==> src/rtl/fifo2axi.sv <==
// FIFO to AXI4 write master: streams a 2-D frame (width x height, line stride)
// from a first-word-fall-through FIFO as INCR bursts, one burst in flight.
module fifo2axi #(
   parameter int ADDR_WIDTH = 5
) (
   input  logic                  clk,
   input  logic                  rst,
   input  logic                  cfg_blk_en,
   input  logic [10:0]           cfg_img_width,
   input  logic [10:0]           cfg_img_height,
   input  logic [10:0]           cfg_stride,
   input  logic [31:0]           cfg_map_ba,
   input  logic [7:0]            cfg_max_burst_length,
   input  logic                  cfg_reverse_pixel,
   input  logic [63:0]           fifo_data,
   input  logic [ADDR_WIDTH-1:0] fifo_words_used,
   input  logic                  fifo_full,
   input  logic                  fifo_empty,
   output logic                  fifo_pop,
   output logic [31:0]           awaddr,
   output logic [7:0]            awlen,
   output logic [1:0]            awburst,
   output logic [2:0]            awsize,
   output logic                  awvalid,
   input  logic                  awready,
   output logic [63:0]           wdata,
   output logic [7:0]            wstrb,
   output logic                  wlast,
   output logic                  wvalid,
   input  logic                  wready,
   input  logic [1:0]            bresp,
   input  logic                  bvalid,
   output logic                  bready,
   output logic                  sts_done,
   output logic                  sts_err
);

   typedef enum logic [2:0] {IDLE, WAIT, ADDR, DATA, RESP, DONE} state_t;

   state_t      state;
   logic        en_d, start, rev, line_end;
   logic [10:0] line_cnt;
   logic [7:0]  beat_cnt, line_beats, blen, blen_c, mb, wcnt, beats_left;
   logic [31:0] line_adv, fill, burst_bytes;

   assign start       = cfg_blk_en & ~en_d;
   assign mb          = (cfg_max_burst_length == 8'd0) ? 8'd1 : cfg_max_burst_length;
   assign blen_c      = (beat_cnt < mb) ? beat_cnt : mb;
   // full flag extends the word count so a completely full FIFO still reads as depth
   assign fill        = 32'({fifo_full, fifo_words_used});
   assign beats_left  = beat_cnt - blen;
   assign line_end    = (beats_left == 8'd0);
   assign burst_bytes = {21'd0, blen, 3'd0};

   assign awburst  = 2'd1;
   assign awsize   = 3'd3;
   assign wstrb    = 8'hFF;
   assign fifo_pop = wvalid & wready & ~fifo_empty;

   always_comb begin
      wdata = fifo_data;
      if (rev)
         for (int i = 0; i < 8; i++) wdata[8*i +: 8] = fifo_data[8*(7-i) +: 8];
   end

   always_ff @(posedge clk) begin
      if (rst) begin
         state      <= IDLE;
         en_d       <= 1'b0;
         line_cnt   <= '0;
         beat_cnt   <= '0;
         line_beats <= '0;
         line_adv   <= '0;
         blen       <= '0;
         wcnt       <= '0;
         rev        <= 1'b0;
         awaddr     <= '0;
         awlen      <= '0;
         awvalid    <= 1'b0;
         wvalid     <= 1'b0;
         wlast      <= 1'b0;
         bready     <= 1'b0;
         sts_done   <= 1'b0;
         sts_err    <= 1'b0;
      end else begin
         en_d <= cfg_blk_en;
         case (state)
            IDLE, DONE: begin
               if (start) begin
                  line_cnt <= cfg_img_height;
                  beat_cnt <= cfg_img_width[10:3];
                  awaddr   <= cfg_map_ba;
                  sts_err  <= 1'b0;
                  if (cfg_img_height == 11'd0) begin
                     state    <= DONE;
                     sts_done <= 1'b1;
                  end else begin
                     state    <= WAIT;
                     sts_done <= 1'b0;
                  end
               end
            end
            WAIT: begin
               if (!cfg_blk_en) begin
                  state <= IDLE;
               end else if (fill >= 32'(blen_c)) begin
                  // geometry is captured per burst so mid-burst cfg changes are ignored
                  state      <= ADDR;
                  awvalid    <= 1'b1;
                  awlen      <= blen_c - 8'd1;
                  blen       <= blen_c;
                  line_beats <= cfg_img_width[10:3];
                  line_adv   <= 32'(cfg_stride) - 32'(cfg_img_width);
                  rev        <= cfg_reverse_pixel;
               end
            end
            ADDR: begin
               if (awready) begin
                  state   <= DATA;
                  awvalid <= 1'b0;
                  wvalid  <= 1'b1;
                  wlast   <= (blen == 8'd1);
                  wcnt    <= 8'd0;
               end
            end
            DATA: begin
               if (wready) begin
                  if (wlast) begin
                     state  <= RESP;
                     wvalid <= 1'b0;
                     wlast  <= 1'b0;
                     bready <= 1'b1;
                  end else begin
                     wcnt  <= wcnt + 8'd1;
                     wlast <= (wcnt + 8'd2 == blen);
                  end
               end
            end
            RESP: begin
               if (bvalid) begin
                  bready  <= 1'b0;
                  sts_err <= sts_err | (bresp != 2'b00);
                  if (line_end) begin
                     awaddr   <= awaddr + burst_bytes + line_adv;
                     beat_cnt <= line_beats;
                     line_cnt <= line_cnt - 11'd1;
                  end else begin
                     awaddr   <= awaddr + burst_bytes;
                     beat_cnt <= beats_left;
                  end
                  if (line_end && line_cnt == 11'd1) begin
                     state    <= DONE;
                     sts_done <= 1'b1;
                  end else if (!cfg_blk_en) begin
                     state <= IDLE;
                  end else begin
                     state <= WAIT;
                  end
               end
            end
            default: state <= IDLE;
         endcase
      end
   end

endmodule

==> config.mk <==
export PLATFORM = sky130hd
export DESIGN_NAME = fifo2axi
export DESIGN_NICKNAME = d
export VERILOG_FILES = /design/src/rtl/fifo2axi.sv
export SDC_FILE = /design/constraint.sdc
export NUM_CORES = 1
export LEC_CHECK = 0
export BUFFER_PORTS_ARGS = -buffer_cell sky130_fd_sc_hd__buf_2
export CAP_MARGIN = 20
export CORE_UTILIZATION = 30
export CTS_CLUSTER_SIZE = 14
export DETAILED_ROUTE_END_ITERATION = 12
export PLACE_DENSITY = 0.54
export SETUP_SLACK_MARGIN = 0.4
export SYNTH_ARGS = -nofsm -noshare
export SYNTH_HDL_FRONTEND = slang
export SYNTH_SLANG_ARGS = --single-unit
==> constraint.sdc <==
create_clock -name clk -period 5.4 [get_ports clk]
set_input_delay 0 -clock clk [delete_from_list [all_inputs] [get_ports clk]]
set_output_delay 0 -clock clk [all_outputs]
set_load 0.05 [all_outputs]
==> results of run 1 <==
==> layout make-up <==
type / count / area [µm²]
multi-input combinational: 1008 / 6910
sequential: 106 / 2120
inverter: 48 / 180
tap: 396 / 495
fill: 3271 / 19100
clock inverter: 7 / 86.3
clock buffer: 9 / 225
timing repair buffer: 310 / 1750
==> how the worst max path moves through the flow <==
stage	from	end	slack (ns)	depth (start not counted)
finish	blen[1]	awaddr[26]	0.81	19
global route	blen[1]	awaddr[26]	0.42	20
CTS	blen[0]	awaddr[26]	0.65	21
detailed placement	blen[0]	awaddr[26]	0.71	21
global placement	blen[0]	awaddr[26]	0.82	21
floorplan	awaddr[3]	awaddr[30]	0.86	20
==> tightest hold or removal path: stages <==
cell and delay (ns):
buf_2 0.07, or2_2 0.09, a21oi_1 0.05, nor3_1 0.12
==> state kept, by name, summed over array words and instances, names as in the netlist <==
signal / count
state: 3
sts_done: 1
blen: 8
awlen: 8
sts_err: 1
bready: 1
rev: 1
line_beats: 8
en_d: 1
wvalid: 1
awvalid: 1
wcnt: 8
line_adv: 12
awaddr: 32
line_cnt: 11
wlast: 1
beat_cnt: 8
==> cell families after synthesis <==
family / after synthesis / synth area share (%)
buf+inv: 122 / 5.88
other cells: 2 / 0.0790
compound gates: 341 / 23.5
fa+ha+maj: 79 / 10.7
mux: 82 / 9.59
flops: 106 / 22.3
xor+xnor: 82 / 7.55
simple gates: 411 / 20.4
==> timing repair <==
item,4_1_cts,5_1_grt
hold buffers,33,0
hold endpoints to repair,32,0
endpoints found under the setup margin,0,4
resized for setup,0,4
==> metal layers <==
metal / vias to the layer above / GRT usage, % / wire length, µm
li1: 4941 / - / -
met1: 4621 / 28.6 / 16700
met2: 209 / 31.8 / 14900
met3: 32 / 2.67 / 1180
met4: 0 / 4.62 / 531
met5: - / 0 / 0
==> metrics by stage <==
step | cell area [µm²] | power, µW | std cells
3_5_place_dp | 11100 | 4760 | 1835
5_1_grt | 11800 | 5890 | 1884
3_3_place_gp | 11100 | 4740 | 1835
4_1_cts | 11800 | 5520 | 1884
2_1_floorplan | 9550 | 3860 | 1236
6_report | 11800 | 5500 | 1884
==> report_power, final <==
part / internal (µW) / switching (µW)
clock network: 337 / 384
registers: 978 / 261
logic: 1210 / 2340
==> layout by cell type (no fill, tap or decap), types with 6 or more instances in the layout <==
cell type	count
o21ai_0	59
a221oi_1	7
nor3b_1	6
nand4_1	11
or3_1	12
buf_2	262
nand2b_1	15
xnor2_1	53
mux2_2	73
a211oi_1	30
a22oi_1	9
clkbuf_16	9
ha_1	75
nand3_1	31
a211o_1	10
and2_1	9
dfxtp_1	104
mux2i_1	9
a222oi_1	8
a21o_1	25
xor2_1	29
o211ai_1	9
nand2_1	126
a311oi_1	6
a21oi_1	102
buf_4	15
and3_1	6
conb_1	13
nor3_1	30
nor2_1	114
dlygate4sd3_1	33
nor4_1	10
inv_1	48
o21a_1	11
nor2b_1	16
a31oi_1	16
==> flow_summary.ini, run 1 <==
[routing]
firstDrtPassIters = 5
wirelength_um = 33300
drt_iter0_markers = 575
drc = 0
via_count = 9803
viasPerCell = 5.20
wl_per_cell_um = 17.7
drtAntennaViolNets = 0

[worst_setup_path]
reg2reg_depth = 19
cp_top_family = compound AO/OA/AOI/OAI gates
worstPathArrival_ns = 4.88
r2r_end = awaddr[26]
cpPeakStageDelay_ns = 0.49
path_buf_inv = 1
cp.required_ns = 5.69
ff2ff_setup_slack_ns = 0.81
crit_slowest_cell = a21oi_1
start_kind = flip-flop
reg2reg_from = blen[1]
endpoint_kind = flip-flop
path_max_fanout = 6
path_cells = ha_1 > a211oi_1 > o21a_1 > o21bai_1 > a21oi_1 > nor2_1 > nand4_1 > xnor2_1 > ha_1 > o21ai_0 > nand2b_1 > a31oi_1 > o21ai_0 > o41ai_1 > buf_4 > o21a_1 > xnor2_1 > mux2i_1 > a211oi_1
crit_type = reg -> reg

[place]
post-dp-hpwl_um = 25800
dp_slack_ns = 0.707
finalWeightedCongestion = 0.883
port_buffers = 263

[logic_synthesis]
ys_seq_area_share_pct = 22.3
async_flop_share_pct = 0
synth.top_cell.area_share_pct = 22.3
ys_seq_elements = 106
synth.distinct_cells = 77
synth_edf_count = 0
synth_top_cells_by_area = dfxtp_1 22%, ha_1 9.9%, mux2_2 8.6%
synthFlopType = dfxtp_1
synth.most_common_cell = nand2_1
synthCells = 1225
syn-mean-instance-area_um2 = 7.76
ys_warn_count = 0
syn_area_um2 = 9510
ys_top_cells_by_count = 126 x nand2_1, 117 x nor2_1, 106 x dfxtp_1, 104 x a21oi_1, 75 x ha_1
yosys.area.top_type = dfxtp_1

[sta]
setup_tns_ns = 0
slew_headroom_pct = 23.0
hold_viol = 0
hold_slack_ns = 0.00200
max_clock_freq_ghz = 0.218
period_minus_slack_ns = 4.59
drv_slew = 0
period_share_pct = 85.1
rsz0062_at_grt = false
skew_ns = 0.00981
final-setup-viol-count = 0
worst_slack_ns = 0.806
tightest_slew_ns = 1.13

[cells_and_area]
post-route-util_pct = 38.1
syn_to_final_growth_pct = 23.8
fin_nets = 1715
diodes = 0
drive_above_1_share_pct = 26.1

[floorplan]
die_area_um2 = 32400
die_y_um = 180
start_util_pct = 30.8
ios = 277
num_rows = 64
core_um2 = 30900
die_w_um = 180

[cts]
cts-root-buf = clkbuf_16
clk_pin_slew_ns = 0.09
post_cts_buffers = 0
htreeDepth = 3
cts.path.max_buffers = 2
cts_buffers = 9
tritoncts = built
clock_latency_ns = 0.37
cts.sinks = 106

[grt]
grt_pass1_wl_um = 51900
grt_max_degree = 81
grt_util_all_layers_pct = 20.1
grt_antenna_before_repair = 0
grt_pass1_vias = 9252
overflow = 0

[worst_hold_path]
whs_path_depth = 4
min_path_type = in -> reg
holdPathEnd = sts_err
min_from = bresp[0]

[status]
outcome = finished clean

[flow_run]
cap_violations = 0

[pwr]
powerDensity_nw_per_um2 = 467
power.leakage_uw = 0.00520
max-vdd-ir-drop_mv = 0.201
Note: power is estimated with default switching activity, not from simulation.
==> run 2: changes to the inputs <==
- CORE_ASPECT_RATIO: default -> 1.5
- clock period: 5.4 -> 5.7 ns (I/O delays scaled with it)
==> run 2 against run 1 <==
Count of clock-buffer cells in the layout stayed put. Clock skew up 0.013 ns. Cell count increased by 0.58%. Clock power is 6.4% lower. Via count rose by 1.1%. Critical path depth decreased by 1. Highest routed layer unchanged. Maximum frequency fell by 5.0%. Critical endpoint is now awaddr[31]. Cell area is 0.21% higher. Power shrank 5.8%.
==> flow_summary.ini, run 2 (same netlist as run 1, synthesis figures left out) <==
[status]
outcome = finished clean

[floorplan]
num_rows = 79
core_um2 = 31100
die_y_um = 220
die_w_um = 147
ios = 277
start_util_pct = 30.5
die_area_um2 = 32400

[cells_and_area]
largest_register = awaddr
post-route-util_pct = 37.9
final_common_cell = buf_2
multi_input_area_um2 = 6910
seqCellArea_um2 = 2120
drive_above_1_share_pct = 26.0
reg_top3 = awaddr: 32 flops, line_adv: 12 flops, line_cnt: 11 flops
n_fill_cell = 3321
largest_reg_flops = 32
final_cell_mix = 262 x buf_2, 126 x nand2_1, 114 x nor2_1
fin_nets = 1716
syn_to_final_growth_pct = 24.1

[place]
post-dp-hpwl_um = 26500
dp_slack_ns = 0.525
finalWeightedCongestion = 0.922
port_buffers = 263

[cts]
cts-root-buf = clkbuf_16
cts.sinks = 106
clock_latency_ns = 0.38
clk_pin_slew_ns = 0.10
tritoncts = built
htreeDepth = 3
cts.path.max_buffers = 2
cts_buffers = 9

[grt]
grt_use_met3_pct = 2.32
grt_util_all_layers_pct = 20.0
grt_max_degree = 65
grt_pass1_wl_um = 50700
grt_pass1_vias = 9356
grt_util_met2_pct = 35.2
grt_antenna_before_repair = 1
grtUsageMet1_pct = 24.4
overflow = 0
busiest_layer = met2

[sta]
rsz0062_at_grt = false
period_share_pct = 84.9
drv_slew = 0
skew_ns = 0.0231
max_clock_freq_ghz = 0.207
final-setup-viol-count = 0
period_minus_slack_ns = 4.84
worst_slack_ns = 0.862
setup_tns_ns = 0
tightest_slew_ns = 1.05
slew_headroom_pct = 27.9
hold_viol = 0

[routing]
drtAntennaViolNets = 0
via_count = 9912
firstDrtPassIters = 5
viasPerCell = 5.23
drt_iter0_markers = 537
drc = 0
wl_per_cell_um = 17.8
wirelength_um = 33700

[worst_setup_path]
cp_top_family = compound AO/OA/AOI/OAI gates
endpoint_kind = flip-flop
crit_type = reg -> reg
crit_slowest_cell = o41ai_1
path_max_fanout = 7
path_cells = ha_1 > a211oi_1 > o21a_1 > o21bai_1 > a21oi_1 > nor2_1 > nand2_1 > xnor2_1 > ha_1 > a21o_1 > a21oi_1 > nor2b_1 > o41ai_1 > a31oi_1 > o21ai_0 > nand3b_1 > xnor2_1 > a211oi_1
cp.required_ns = 5.99
cpPeakStageDelay_ns = 0.63
start_kind = flip-flop
path_buf_inv = 0
worstPathArrival_ns = 5.13

[pwr]
power.leakage_uw = 0.00521
max-vdd-ir-drop_mv = 0.229
p_total_uw = 5180
powerDensity_nw_per_um2 = 439

[worst_hold_path]
min_path_type = in -> reg

[flow_run]
cap_violations = 0
run 2: cell types whose count changed in the layout (fill, tap and decap cells not counted), sizes merged:
cell	delta
buf	+1
diode	+1
clkinv	+2
inv	-2
run 2: worst reg2reg max path: stages (launching register included):
cell and delay [ns]:
dfxtp_1 0.48, ha_1 0.30, a211oi_1 0.31, o21a_1 0.19, o21bai_1 0.10, a21oi_1 0.57, nor2_1 0.16, nand2_1 0.13
xnor2_1 0.15, ha_1 0.34, a21o_1 0.20, a21oi_1 0.14, nor2b_1 0.07, o41ai_1 0.63, a31oi_1 0.25, o21ai_0 0.24
nand3b_1 0.12, xnor2_1 0.17, a211oi_1 0.21
run 2: report_power, final:
group / total, µW / internal [µW] / switching [µW]
Sequential: 1150 / 927 / 219
Clock: 676 / 319 / 357
Combinational: 3360 / 1140 / 2220
Total: 5180 / 2390 / 2800
run 2: layout make-up:
class	instances	area share, %
clock inverter	7	0.774
multi-input combinational	1008	58.6
inverter	48	1.53
timing repair buffer	311	14.9
tap	405	4.29
antenna	1	0.0212
sequential	106	18.0
clock buffer	9	1.91
run 2: final timing paths:
kind	start	endpoint	slack, ns	cells after the start
min	bresp[0]	sts_err	0.005	4
min reg2reg	line_beats[3]	line_beats[3]	0.46	2
max reg2reg	blen[1]	awaddr[31]	0.86	18
max	blen[1]	awaddr[31]	0.86	18
run 2: layer usage:
| metal | part of all wire, % | wire length, µm | up-vias |
|---|---|---|---|
| met5 | 0 | 0 | - |
| met4 | 3.1 | 1050 | 0 |
| met3 | 3.9 | 1320 | 51 |
| met2 | 50 | 17000 | 238 |
| met1 | 43 | 14400 | 4680 |
| li1 | - | - | 4943 |
run 2: through the flow:
stage	instance area [µm²]	std cells	hold slack, ns
2_1_floorplan	9550	1236	0.136
3_3_place_gp	11100	1844	0.243
3_5_place_dp	11100	1844	0.252
4_1_cts	11800	1893	0.00393
5_1_grt	11800	1895	0.0452
6_report	11800	1895	0.00542
run 2: repair_timing:
action                                  in CTS  in global routing
resized for setup                            0                  2
hold buffers                                33                  0
endpoints found under the setup margin       0                  4
endpoints found under the hold margin       32                  0
buffers inserted                             0                  1
